$ cat config.mk
export PLATFORM = sky130hd
export DESIGN_NAME = mem_arbiter_flat
export DESIGN_NICKNAME = d
export VERILOG_FILES = /design/src/rtl/mem_arbiter_if.sv /design/src/rtl/mem_arbiter.sv /design/src/flat_wrapper.sv
export SDC_FILE = /design/constraint.sdc
export NUM_CORES = 1
export LEC_CHECK = 0
export CORE_AREA = 4 4 291 293
export CTS_CLUSTER_DIAMETER = 60
export DETAILED_ROUTE_END_ITERATION = 10
export DIE_AREA = 0 0 295 297
export PLACE_DENSITY = 0.4
export SLEW_MARGIN = 20
export SYNTH_ARGS = -nofsm -noshare
export SYNTH_HDL_FRONTEND = slang
export SYNTH_SLANG_ARGS = --single-unit
$ cat constraint.sdc
create_clock -name clk -period 11.2 [get_ports clk]
set_input_delay 1.68 -clock clk [delete_from_list [all_inputs] [get_ports clk]]
set_output_delay 1.68 -clock clk [all_outputs]
set_load 0.03 [all_outputs]
$ cat src/rtl/mem_arbiter_if.sv
// Bundle of cache request/response and main-memory bus signals around mem_arbiter.
// Access sizes are coded in SIZE_WIDTH bits; a full cache line uses code 4.
interface mem_arbiter_if #(
  parameter int ADDR_WIDTH = 32,
  parameter int DATA_WIDTH = 128,
  parameter int SIZE_WIDTH = 3
);
  logic                  ic_req_valid;
  logic [ADDR_WIDTH-1:0] ic_addr;
  logic                  ic_req_ready;
  logic                  ic_rsp_valid;
  logic [DATA_WIDTH-1:0] ic_rsp_data;

  logic                  dc_req_valid;
  logic                  dc_req_wr;
  logic [ADDR_WIDTH-1:0] dc_addr;
  logic [DATA_WIDTH-1:0] dc_wr_data;
  logic [SIZE_WIDTH-1:0] dc_access_size;
  logic                  dc_req_ready;
  logic                  dc_rsp_valid;
  logic [DATA_WIDTH-1:0] dc_rsp_data;
  logic                  dc_wr_ack;

  logic                  mem_rd_req_valid;
  logic                  mem_wr_req_valid;
  logic                  mem_req_is_instr;
  logic [ADDR_WIDTH-1:0] mem_address;
  logic [DATA_WIDTH-1:0] mem_wr_data;
  logic [SIZE_WIDTH-1:0] mem_access_size;
  logic                  mem_data_valid;
  logic                  mem_data_is_instr;
  logic [DATA_WIDTH-1:0] mem_data;

  // Arbiter side
  modport slave (
    input  ic_req_valid, ic_addr,
    output ic_req_ready, ic_rsp_valid, ic_rsp_data,
    input  dc_req_valid, dc_req_wr, dc_addr, dc_wr_data, dc_access_size,
    output dc_req_ready, dc_rsp_valid, dc_rsp_data, dc_wr_ack,
    output mem_rd_req_valid, mem_wr_req_valid, mem_req_is_instr,
    output mem_address, mem_wr_data, mem_access_size,
    input  mem_data_valid, mem_data_is_instr, mem_data
  );

  // Caches and memory side
  modport master (
    output ic_req_valid, ic_addr,
    input  ic_req_ready, ic_rsp_valid, ic_rsp_data,
    output dc_req_valid, dc_req_wr, dc_addr, dc_wr_data, dc_access_size,
    input  dc_req_ready, dc_rsp_valid, dc_rsp_data, dc_wr_ack,
    input  mem_rd_req_valid, mem_wr_req_valid, mem_req_is_instr,
    input  mem_address, mem_wr_data, mem_access_size,
    output mem_data_valid, mem_data_is_instr, mem_data
  );
endinterface

$ cat src/rtl/mem_arbiter.sv
// Round-robin icache/dcache arbiter for one pipelined memory port, with read credits and write acks.
// Optional MEM_ARB_PERF_EN adds saturating grant and credit-stall counters.
module mem_arbiter #(
  parameter int                    ADDR_WIDTH      = 32,
  parameter int                    DATA_WIDTH      = 128,
  parameter int                    MAX_OUTSTANDING = 10,
  parameter int                    WR_ACK_LAT      = 5,
  parameter int                    SIZE_WIDTH      = 3,
  parameter logic [SIZE_WIDTH-1:0] SIZE_LINE       = 3'd4
) (
  input  logic               clk,
  input  logic               rst,
  mem_arbiter_if.slave       bus
`ifdef MEM_ARB_PERF_EN
  ,
  output logic [31:0]        perf_ic_grants,
  output logic [31:0]        perf_dc_grants,
  output logic [31:0]        perf_credit_stall
`endif
);
  localparam int CW = $clog2(MAX_OUTSTANDING + 1);
  localparam logic [CW-1:0] CREDIT_MAX = CW'(MAX_OUTSTANDING);

  logic [CW-1:0]         credits;
  logic                  rr_dc;
  logic [WR_ACK_LAT-1:0] ack_sr;

  logic                  ret;
  logic                  rd_ok;
  logic                  ic_elig;
  logic                  dc_elig;
  logic                  grant_ic;
  logic                  grant_dc;
  logic                  rd_grant;
  logic [ADDR_WIDTH-1:0] nxt_addr;
  logic [DATA_WIDTH-1:0] nxt_wdata;
  logic [SIZE_WIDTH-1:0] nxt_size;

  // A return frees its credit in the same cycle, so a full arbiter can still grant a read.
  always_comb begin
    ret      = bus.mem_data_valid && (credits != '0);
    rd_ok    = (credits < CREDIT_MAX) || ret;
    ic_elig  = !rst && bus.ic_req_valid && rd_ok;
    dc_elig  = !rst && bus.dc_req_valid && (bus.dc_req_wr || rd_ok);
    grant_ic = ic_elig && !(dc_elig && rr_dc);
    grant_dc = dc_elig && !grant_ic;
    rd_grant = grant_ic || (grant_dc && !bus.dc_req_wr);

    nxt_addr  = '0;
    nxt_wdata = '0;
    nxt_size  = '0;
    if (grant_ic) begin
      nxt_addr = bus.ic_addr;
      nxt_size = SIZE_LINE;
    end else if (grant_dc) begin
      nxt_addr  = bus.dc_addr;
      nxt_wdata = bus.dc_wr_data;
      nxt_size  = bus.dc_access_size;
    end
  end

  assign bus.ic_req_ready = grant_ic;
  assign bus.dc_req_ready = grant_dc;
  assign bus.ic_rsp_valid = ret && bus.mem_data_is_instr;
  assign bus.dc_rsp_valid = ret && !bus.mem_data_is_instr;
  assign bus.ic_rsp_data  = rst ? '0 : bus.mem_data;
  assign bus.dc_rsp_data  = rst ? '0 : bus.mem_data;
  assign bus.dc_wr_ack    = ack_sr[WR_ACK_LAT-1];

  always_ff @(posedge clk or posedge rst) begin
    if (rst) begin
      bus.mem_rd_req_valid <= 1'b0;
      bus.mem_wr_req_valid <= 1'b0;
      bus.mem_req_is_instr <= 1'b0;
      bus.mem_address      <= '0;
      bus.mem_wr_data      <= '0;
      bus.mem_access_size  <= '0;
      credits              <= '0;
      rr_dc                <= 1'b0;
      ack_sr               <= '0;
    end else begin
      bus.mem_rd_req_valid <= rd_grant;
      bus.mem_wr_req_valid <= grant_dc && bus.dc_req_wr;
      bus.mem_req_is_instr <= grant_ic;
      bus.mem_address      <= nxt_addr;
      bus.mem_wr_data      <= nxt_wdata;
      bus.mem_access_size  <= nxt_size;

      if (grant_ic)      rr_dc <= 1'b1;
      else if (grant_dc) rr_dc <= 1'b0;

      case ({rd_grant, ret})
        2'b10:   credits <= credits + CW'(1);
        2'b01:   credits <= credits - CW'(1);
        default: credits <= credits;
      endcase

      ack_sr <= (ack_sr << 1) | WR_ACK_LAT'(bus.mem_wr_req_valid);
    end
  end

`ifdef MEM_ARB_PERF_EN
  logic rd_stall;
  assign rd_stall = !rd_ok && (bus.ic_req_valid || (bus.dc_req_valid && !bus.dc_req_wr));

  always_ff @(posedge clk or posedge rst) begin
    if (rst) begin
      perf_ic_grants    <= '0;
      perf_dc_grants    <= '0;
      perf_credit_stall <= '0;
    end else begin
      if (grant_ic && !(&perf_ic_grants))   perf_ic_grants    <= perf_ic_grants + 32'd1;
      if (grant_dc && !(&perf_dc_grants))   perf_dc_grants    <= perf_dc_grants + 32'd1;
      if (rd_stall && !(&perf_credit_stall)) perf_credit_stall <= perf_credit_stall + 32'd1;
    end
  end
`endif
endmodule

$ cat src/flat_wrapper.sv
// flat-port wrapper written by rule: the top's interface ports become plain ports
module mem_arbiter_flat 
#(
  parameter int                    ADDR_WIDTH      = 32,
  parameter int                    DATA_WIDTH      = 128,
  parameter int                    MAX_OUTSTANDING = 10,
  parameter int                    WR_ACK_LAT      = 5,
  parameter int                    SIZE_WIDTH      = 3,
  parameter logic [SIZE_WIDTH-1:0] SIZE_LINE       = 3'd4
)
  (clk, rst, bus_ic_req_valid, bus_ic_addr, bus_ic_req_ready, bus_ic_rsp_valid, bus_ic_rsp_data, bus_dc_req_valid, bus_dc_req_wr, bus_dc_addr, bus_dc_wr_data, bus_dc_access_size, bus_dc_req_ready, bus_dc_rsp_valid, bus_dc_rsp_data, bus_dc_wr_ack, bus_mem_rd_req_valid, bus_mem_wr_req_valid, bus_mem_req_is_instr, bus_mem_address, bus_mem_wr_data, bus_mem_access_size, bus_mem_data_valid, bus_mem_data_is_instr, bus_mem_data);
  mem_arbiter_if #(.ADDR_WIDTH(ADDR_WIDTH), .DATA_WIDTH(DATA_WIDTH), .SIZE_WIDTH(SIZE_WIDTH)) bus_i ();
  input  logic clk;
  input  logic rst;
  input wire logic [$bits(bus_i.ic_req_valid)-1:0] bus_ic_req_valid;
  input wire logic [$bits(bus_i.ic_addr)-1:0] bus_ic_addr;
  output wire logic [$bits(bus_i.ic_req_ready)-1:0] bus_ic_req_ready;
  output wire logic [$bits(bus_i.ic_rsp_valid)-1:0] bus_ic_rsp_valid;
  output wire logic [$bits(bus_i.ic_rsp_data)-1:0] bus_ic_rsp_data;
  input wire logic [$bits(bus_i.dc_req_valid)-1:0] bus_dc_req_valid;
  input wire logic [$bits(bus_i.dc_req_wr)-1:0] bus_dc_req_wr;
  input wire logic [$bits(bus_i.dc_addr)-1:0] bus_dc_addr;
  input wire logic [$bits(bus_i.dc_wr_data)-1:0] bus_dc_wr_data;
  input wire logic [$bits(bus_i.dc_access_size)-1:0] bus_dc_access_size;
  output wire logic [$bits(bus_i.dc_req_ready)-1:0] bus_dc_req_ready;
  output wire logic [$bits(bus_i.dc_rsp_valid)-1:0] bus_dc_rsp_valid;
  output wire logic [$bits(bus_i.dc_rsp_data)-1:0] bus_dc_rsp_data;
  output wire logic [$bits(bus_i.dc_wr_ack)-1:0] bus_dc_wr_ack;
  output wire logic [$bits(bus_i.mem_rd_req_valid)-1:0] bus_mem_rd_req_valid;
  output wire logic [$bits(bus_i.mem_wr_req_valid)-1:0] bus_mem_wr_req_valid;
  output wire logic [$bits(bus_i.mem_req_is_instr)-1:0] bus_mem_req_is_instr;
  output wire logic [$bits(bus_i.mem_address)-1:0] bus_mem_address;
  output wire logic [$bits(bus_i.mem_wr_data)-1:0] bus_mem_wr_data;
  output wire logic [$bits(bus_i.mem_access_size)-1:0] bus_mem_access_size;
  input wire logic [$bits(bus_i.mem_data_valid)-1:0] bus_mem_data_valid;
  input wire logic [$bits(bus_i.mem_data_is_instr)-1:0] bus_mem_data_is_instr;
  input wire logic [$bits(bus_i.mem_data)-1:0] bus_mem_data;
  assign bus_i.ic_req_valid = bus_ic_req_valid;
  assign bus_i.ic_addr = bus_ic_addr;
  assign bus_ic_req_ready = bus_i.ic_req_ready;
  assign bus_ic_rsp_valid = bus_i.ic_rsp_valid;
  assign bus_ic_rsp_data = bus_i.ic_rsp_data;
  assign bus_i.dc_req_valid = bus_dc_req_valid;
  assign bus_i.dc_req_wr = bus_dc_req_wr;
  assign bus_i.dc_addr = bus_dc_addr;
  assign bus_i.dc_wr_data = bus_dc_wr_data;
  assign bus_i.dc_access_size = bus_dc_access_size;
  assign bus_dc_req_ready = bus_i.dc_req_ready;
  assign bus_dc_rsp_valid = bus_i.dc_rsp_valid;
  assign bus_dc_rsp_data = bus_i.dc_rsp_data;
  assign bus_dc_wr_ack = bus_i.dc_wr_ack;
  assign bus_mem_rd_req_valid = bus_i.mem_rd_req_valid;
  assign bus_mem_wr_req_valid = bus_i.mem_wr_req_valid;
  assign bus_mem_req_is_instr = bus_i.mem_req_is_instr;
  assign bus_mem_address = bus_i.mem_address;
  assign bus_mem_wr_data = bus_i.mem_wr_data;
  assign bus_mem_access_size = bus_i.mem_access_size;
  assign bus_i.mem_data_valid = bus_mem_data_valid;
  assign bus_i.mem_data_is_instr = bus_mem_data_is_instr;
  assign bus_i.mem_data = bus_mem_data;
  mem_arbiter #(.ADDR_WIDTH(ADDR_WIDTH), .DATA_WIDTH(DATA_WIDTH), .MAX_OUTSTANDING(MAX_OUTSTANDING), .WR_ACK_LAT(WR_ACK_LAT), .SIZE_WIDTH(SIZE_WIDTH), .SIZE_LINE(SIZE_LINE)) u_core (.clk(clk), .rst(rst), .bus(bus_i));
endmodule
# Yosys cells after proc, flatten, opt, wreduce, memory -nomap -nowiden
# Index checks and enable logic that the tools add are counted.
dict set report totals {
  reg_bits 176
  latch_bits 0
  ram_bits 0
  mem_bits_ro 0
  input_bits 330
  word_cells 48
  memories 0
}
dict set report classes {
  add_sub_neg 2
  multipliers 0
  div_mod_pow 0
  order_cmp 1
  eq_ne 2
  shift 0
  mux 10
  bitwise_logic 1
  n_reduce_logical 23
}
# op n
set ops {}
lappend ops {{$mux 128} 3}
lappend ops {{$mux 32} 2}
lappend ops {{$logic_and 1x1->1} 12}
lappend ops {{$pmux 4 s2} 1}
lappend ops {{$mux 3} 2}
lappend ops {{$logic_not 1->1} 5}
lappend ops {{$or 5x1->5} 1}
lappend ops {{$add 4x1->4 const B} 1}
lappend ops {{$lt 4x4->1 const B} 1}
lappend ops {{$reduce_bool 2->1} 2}
lappend ops {{$reduce_bool 4->1} 1}
lappend ops {{$sub 4x1->4 const B} 1}
lappend ops {{$logic_or 1x1->1} 3}
lappend ops {{$eq 2x1->1 const B} 1}
lappend ops {{$eq 2x2->1 const B} 1}
lappend ops {{$mux 1} 2}

# Logic depth before layout (Yosys ltp)
# Gate-level depths: netlist (run 1).
dict set report logic_depth {
  ltp_word 14
  depth_mapped 12
  ltp_nobuf 11
}

# Worst setup path after synthesis (run 1)
# OpenSTA, ideal clock, no wires.
dict set report synth_path {
  kind {input to output}
  start {in rst}
  end {out bus_ic_req_ready}
  arrival_ns 6.532
  required_time_ns 9.520
  slack_ns 2.988
  cell_stages 4
  n_path_buf 1
  cell_sequence {inv_1 -> o211ai_1 -> a21oi_2 -> buf_2}
}
dict set report synth_via {
  elab_chain_len 6
  elab_cells_between_ends 8
  classes_between {reduce/logical (8)}
}
# item line
set synth_rtl {}
lappend synth_rtl {{start, declared} flat_wrapper.sv:14} ;# input logic rst;
lappend synth_rtl {{$logic_not 1->1 *} {mem_arbiter.sv:43, mem_arbiter.sv:44}}
lappend synth_rtl {{$logic_and 1x1->1 (2 in a row)} mem_arbiter.sv:44} ;# dc_elig = !rst && bus.dc_req_valid && (bus.dc_req_wr || rd_ok);
lappend synth_rtl {{$logic_and 1x1->1} mem_arbiter.sv:45} ;# grant_ic = ic_elig && !(dc_elig && rr_dc);
lappend synth_rtl {{$logic_not 1->1} mem_arbiter.sv:45}
lappend synth_rtl {{$logic_and 1x1->1 *} mem_arbiter.sv:45}
lappend synth_rtl {{end, declared} flat_wrapper.sv:17} ;# output wire logic [$bits(bus_i.ic_req_ready)-1:0] bus_ic_req_ready;
# Mark *: on every way between the ends. The rest lies on a longest branch, timed or not.

# Worst setup path in the final report (run 1)
dict set report layout_path {
  start {in rst}
  end {out bus_dc_req_ready}
}
dict set report layout_via {
  elab_chain_len 8
  elab_cells_between_ends 10
  classes_between {reduce/logical (10)}
}
# item line
set layout_rtl {}
lappend layout_rtl {{$logic_not 1->1 *} {mem_arbiter.sv:43, mem_arbiter.sv:44}}
lappend layout_rtl {{$logic_and 1x1->1 (2 in a row)} mem_arbiter.sv:44}
lappend layout_rtl {{$logic_and 1x1->1} mem_arbiter.sv:45}
lappend layout_rtl {{$logic_not 1->1} mem_arbiter.sv:45}
lappend layout_rtl {{$logic_and 1x1->1} mem_arbiter.sv:45}
lappend layout_rtl {{$logic_not 1->1} mem_arbiter.sv:46} ;# grant_dc = dc_elig && !grant_ic;
lappend layout_rtl {{$logic_and 1x1->1 *} mem_arbiter.sv:46}
lappend layout_rtl {{end, declared} flat_wrapper.sv:25} ;# output wire logic [$bits(bus_i.dc_req_ready)-1:0] bus_dc_req_ready;
# Marks and branches as above.

==> flow_summary.toml, run 1 <==
[critical_path]
path_class = "in -> out"
cp-start-kind = "input port"
end_kind = "output port"
cp_max_fo = 108
crit_chain = "buf_4, inv_8, o2111a_2, nor2_8, clkdlybuf4s50_1"
crit_arrival_ns = 4.12
slowest_delay_ns = 0.84
crit_required_ns = 9.52
critPathSlowestCell = "clkdlybuf4s50_1"

[clock_network]
ctsHoldBuffers = 0
cts_buffer_depth = 2
clkTransAtPathRegs_ns = 0.07
cts_tree = "yes"
ctsResizeCount = 0
cts-root-buf = "clkbuf_16"
cts_made_buffers = 17
cts.sinks = 176
cts_max_level = 4
insertion_delay_ns = 0.47
cts_setup_buffers = 0

[outcome]
status = "finished clean"

[route]
drtIter0Drc = 293
wire_per_inst_um = 22.8
drc = 0
postRouteAntennaNets = 0
dr.pass1.iters = 4
routed_wl_um = 54100
via_count = 7174
drt-vias-per-instance = 3.02

[sta]
fin_skew_ns = 0.0185
fin_crit_sh = 0.517
timing.hold.ws_ns = 0.351
fin_setup_tns_ns = 0
fin_crit_ns = 5.80
slew_viol_final = 0
tightest_slew_ns = 0.936
rsz0062_at_grt = "false"
relSlewSlack = 0.376
fmax_ghz = 0.173
hold_viol_final = 0
finalSetupViolations = 0

[finish]
finalNonFillerCells = 2376
fillers = 8926
final_cell_mix = "clkdlybuf4s50_1 (755), dfrtp_1 (176), nor2b_1 (131), and2_1 (131), a22o_1 (32)"
final_nets = 1618
fin_util = 0.198
layout_commonest_cell = "clkdlybuf4s50_1"
syn_to_final_growth_pct = 108
drive_above_1_share = 0.0347

[global_routing]
track_usage = 0.120
grt_pass1_wl_um = 71700
grt_pass1_vias = 8118
grt_overflow_total = 0
grt_max_degree = 109
antenna_found_initial = 26

[floorplan]
dieArea_um2 = 87600
die-width_um = 295
fp-row-count = 105
core_area_um2 = 81800
start_util = 0.0948
ios = 757
die_h_um = 297

[yosys]
synth_top_family_by_area = "simple AND/OR/NAND/NOR gates"
synthSimpleGateAreaFrac = 0.221
synthCells = 666
synth_edf_count = 0
synth_compound_area_frac = 0.0490
synth_area_per_cell_um2 = 11.7
yosysUniqueCellTypes = 29
post_synth_fa_ha_maj_area_fraction = 0.00484
syn-num-nets = 999
synth-seq-cells = 176
yosysWarnings = 0
synth-xor-area-share = 0.00564
ys_seq_area_frac = 0.568
ys.flop_type = "dfrtp_1"
synthArstFlopShare = 1.00
synth_mux_area_frac = 0.00145
syn_area_um2 = 7760

[place]
io_buffers = 756
dp_hpwl_um = 45300
placed_cells = 2336
place.gp.congestion = 0.888

[power_and_ir_drop]
power_density_nw_per_um2 = 127
ir_worst_vdd_mv = 0.113
leakage_nw = 6.41

[min_path]
hp-class = "reg -> reg"

[flow_run]
cap_violations = 0
[cell families after synthesis]
kind of cell | Yosys count
and+or+nand+nor | 273
DFF | 176
adders and majority gates | 3
muxes | 1
xor gates and xnor gates | 5
AOI/OAI and AO/OA | 43
buffers and inverters | 165
[path summary, 6_finish.rpt]
path	slack (ns)	cells past startpoint	end	from
worst max-delay path	5.40	5	bus_dc_req_ready	rst
min in group asynchronous	1.60	2	u_core.bus.mem_address[27]	rst
worst max register to register	8.22	6	u_core.bus.mem_wr_data[103]	u_core.credits[1]
worst min register to register	0.35	0	u_core.ack_sr[4]	u_core.ack_sr[3]
worst min-delay path	0.35	0	u_core.ack_sr[4]	u_core.ack_sr[3]
max in group asynchronous	8.04	3	u_core.bus.mem_wr_data[80]	rst
[metal layers]
metal	vias to the layer above	GRT usage	wire length, um
met5	-	0	38
li1	3200	-	-
met3	59	0.0451	4890
met4	6	0.0415	998
met1	3419	0.138	21400
met2	490	0.205	26700
[critical path: cells and delay by family]
family                 cells  cell delay (ns)
AND/OR/NAND/NOR            1             0.29
AO/OA/AOI/OAI              1             0.38
buffers and inverters      3             1.64
[area by class of cell]
| cell class | count | area [um2] | share of cell area |
|---|---|---|---|
| repair buffers | 762 | 7610 | 0.471 |
| flip-flops and latches | 176 | 4400 | 0.272 |
| multi-input cells | 325 | 2200 | 0.136 |
| well taps | 1070 | 1340 | 0.0828 |
| clock buffers | 20 | 457 | 0.0282 |
| clock inverters | 11 | 118 | 0.00727 |
| diodes | 9 | 22.5 | 0.00139 |
| inverters | 3 | 18.8 | 0.00116 |
[registers in the layout, summed over array words and instances, names as in the netlist]
| register | count |
|---|---|
| u_core.bus.mem_access_size | 3 |
| u_core.ack_sr | 5 |
| u_core.bus.mem_req_is_instr | 1 |
| u_core.bus.mem_wr_data | 128 |
| u_core.rr_dc | 1 |
| u_core.credits | 4 |
| u_core.bus.mem_rd_req_valid | 1 |
| u_core.bus.mem_address | 32 |
| u_core.bus.mem_wr_req_valid | 1 |
[cell usage after synthesis, types with 2 or more instances]
master	number	area [um2]
a21o_1	2	15.0
xor2_1	4	35.0
nor2b_1	131	820
buf_2	4	20.0
and3b_1	2	17.5
buf_4	128	961
and2_1	131	820
a22o_1	32	280
nor2_1	4	15.0
inv_1	3	11.3
a21oi_1	2	10.0
dfrtp_1	176	4400
buf_6	8	90.1
ha_1	3	37.5
clkbuf_1	22	82.6
[metrics by stage]
| stage | worst slack [ns] | power (mW) | instance area [um2] |
|---|---|---|---|
| final | 5.40 | 2.05 | 16200 |
| after CTS | 5.31 | 2.11 | 16100 |
| after global routing | 5.15 | 2.16 | 16200 |
| after global placement | 5.38 | 1.46 | 15600 |
| after detailed placement | 5.31 | 1.46 | 15600 |
| after floorplan | 2.99 | 1.10 | 7760 |
[power by group]
part	internal (mW)	switching, mW
clock network	0.323	0.290
registers	0.692	0.0278
logic	0.320	0.396
total	1.34	0.714
(Power assumes the default switching activity.)
==> inputs of run 2 (changes only) <==
Settings changed: CORE_AREA 4 4 291 293 to 4 4 294 296, DIE_AREA 0 0 295 297 to 0 0 298 300, PLACE_DENSITY 0.4 to 0.41.
Clock period 11.2 ns to 4.84 ns, I/O delays scaled along.
==> flow_summary.toml, run 2 (synthesized netlist as in run 1, its figures left out) <==
[finish]
largest_reg_flops = 128
drive_above_1_share = 0.0437
final_nets = 1625
fillers = 9153
syn_to_final_growth_pct = 110
largestRegisters = "u_core.bus.mem_wr_data (128), u_core.bus.mem_address (32), u_core.ack_sr (5)"
finalNonFillerCells = 2393
layout_commonest_cell = "clkdlybuf4s50_1"
regMostFlops = "u_core.bus.mem_wr_data"
final_cell_mix = "clkdlybuf4s50_1 (755), dfrtp_1 (176), nor2b_1 (131), and2_1 (131), a22o_1 (32)"

[route]
via_count = 7200
routed_wl_um = 53400
dr.pass1.iters = 4
drt-vias-per-instance = 3.01
drc = 0
wire_per_inst_um = 22.3
drtIter0Drc = 244
postRouteAntennaNets = 0

[global_routing]
grt_max_degree = 83
track_usage = 0.115
grt_pass1_vias = 8177
grt_pass1_wl_um = 70600
grt_overflow_total = 0
antenna_found_initial = 21

[clock_network]
clkTransAtPathRegs_ns = 0.08
ctsResizeCount = 0
cts.sinks = 176
cts_max_level = 4
cts-root-buf = "clkbuf_16"
cts_setup_buffers = 0
cts_made_buffers = 17
cts_tree = "yes"
ctsHoldBuffers = 0
insertion_delay_ns = 0.49
cts_buffer_depth = 2

[floorplan]
die-width_um = 298
ios = 757
core_area_um2 = 83600
fp-row-count = 106
dieArea_um2 = 89400
start_util = 0.0929
die_h_um = 300

[power_and_ir_drop]
ir_worst_vdd_mv = 0.244
switching_power_mw = 1.74
p_int_mw = 3.06
leakage_nw = 6.45
p_comb_frac = 0.347
pwr-share-seq = 0.348
finalPower_mw = 4.80
switching_share = 0.362
p_clk_frac = 0.305
power_density_nw_per_um2 = 295

[critical_path]
cp-start-kind = "input port"
worstRegToRegCells = 11
cp_max_fo = 4
crit_chain = "clkdlybuf4s50_1, nor2b_1, o31ai_4, nor2_8, clkdlybuf4s50_1"
rr_startpoint = "u_core.credits[2]"
slowest_delay_ns = 0.71
crit_arrival_ns = 2.94
critPathSlowestCell = "clkdlybuf4s50_1"
cpMostUsedCell = "clkdlybuf4s50_1"
r2r_slack_ns = 2.47
end_kind = "output port"
r2r_end = "u_core.credits[2]"
crit_required_ns = 4.11
crit_start = "bus_dc_req_valid"
path_buf_inv = 2
path_delay_family = "buffers and inverters"
path_class = "in -> out"

[min_path]
whs_endpoint = "u_core.ack_sr[2]"
hp-class = "reg -> reg"
hp-start = "u_core.ack_sr[1]"
hold_path_depth = 0

[sta]
fin_crit_ns = 3.67
fmax_ghz = 0.273
finalSetupViolations = 0
hold_viol_final = 0
relSlewSlack = 0.374
fin_crit_sh = 0.758
slew_viol_final = 0
rsz0062_at_grt = "false"
fin_skew_ns = 0.0251
tightest_slew_ns = 0.939

[place]
place.gp.congestion = 0.849
dp_hpwl_um = 44100
placed_cells = 2353
io_buffers = 756

[outcome]
status = "finished clean"

[flow_run]
cap_violations = 0
==> run 2: layer usage <==
layer / track usage / up-vias / routed length, um
li1: - / 3213 / -
met1: 0.123 / 3472 / 20100
met2: 0.199 / 443 / 26500
met3: 0.0601 / 62 / 5620
met4: 0.0342 / 10 / 1150
met5: 0 / - / 69
==> run 2: worst register-to-register path, stage by stage, from the launching register on <==
cell and delay [ns]:
dfrtp_1 0.46, nor2_2 0.27, o211ai_1 0.19, a21oi_4 0.28, nor2_4 0.07, ha_4 0.18
xor2_1 0.14, ha_1 0.20, a21oi_2 0.11, xor2_1 0.16, nor2_1 0.07, xor2_1 0.14
==> run 2: through the flow <==
step	worst slack, ns	hold WS [ns]	utilization	instance area [um2]	TNS (ns)
global placement	1.15	0.340	0.187	15700	0
floorplan	-0.249	0.331	-	7800	-0.662
detailed placement	1.12	0.337	0.187	15700	0
finish	1.17	0.355	0.195	16300	0
CTS	1.11	0.356	0.194	16200	0
global route	1.10	0.361	0.194	16200	0
==> run 2: worst max path at each step <==
stage,to,cells after the start,slack [ns]
2_1_floorplan,u_core.credits[2],12,-0.25
3_3_place_gp,bus_dc_req_ready,5,1.15
3_5_place_dp,bus_dc_req_ready,5,1.12
4_1_cts,bus_dc_req_ready,5,1.11
5_1_grt,bus_dc_req_ready,5,1.10
6_report,bus_dc_req_ready,5,1.17
==> run 2: layout make-up <==
class | instances | area [um2] | area share
Multi-Input combinational cell | 325 | 2220 | 0.137
Timing Repair Buffer | 769 | 7670 | 0.471
Clock buffer | 19 | 453 | 0.0279
Tap cell | 1080 | 1350 | 0.0831
Clock inverter | 13 | 131 | 0.00808
Sequential cell | 176 | 4400 | 0.271
Antenna cell | 8 | 20.0 | 0.00123
Inverter | 3 | 15.0 | 0.000923
==> run 2: power by group through the flow <==
stage	Sequential [mW]	Clock, mW	Combinational, mW
final	1.67	1.47	1.66
after global routing	1.69	1.62	1.76
after CTS	1.67	1.58	1.70
after detailed placement	1.70	0	1.69
after global placement	1.70	0	1.70
after floorplan	1.91	0	0.642
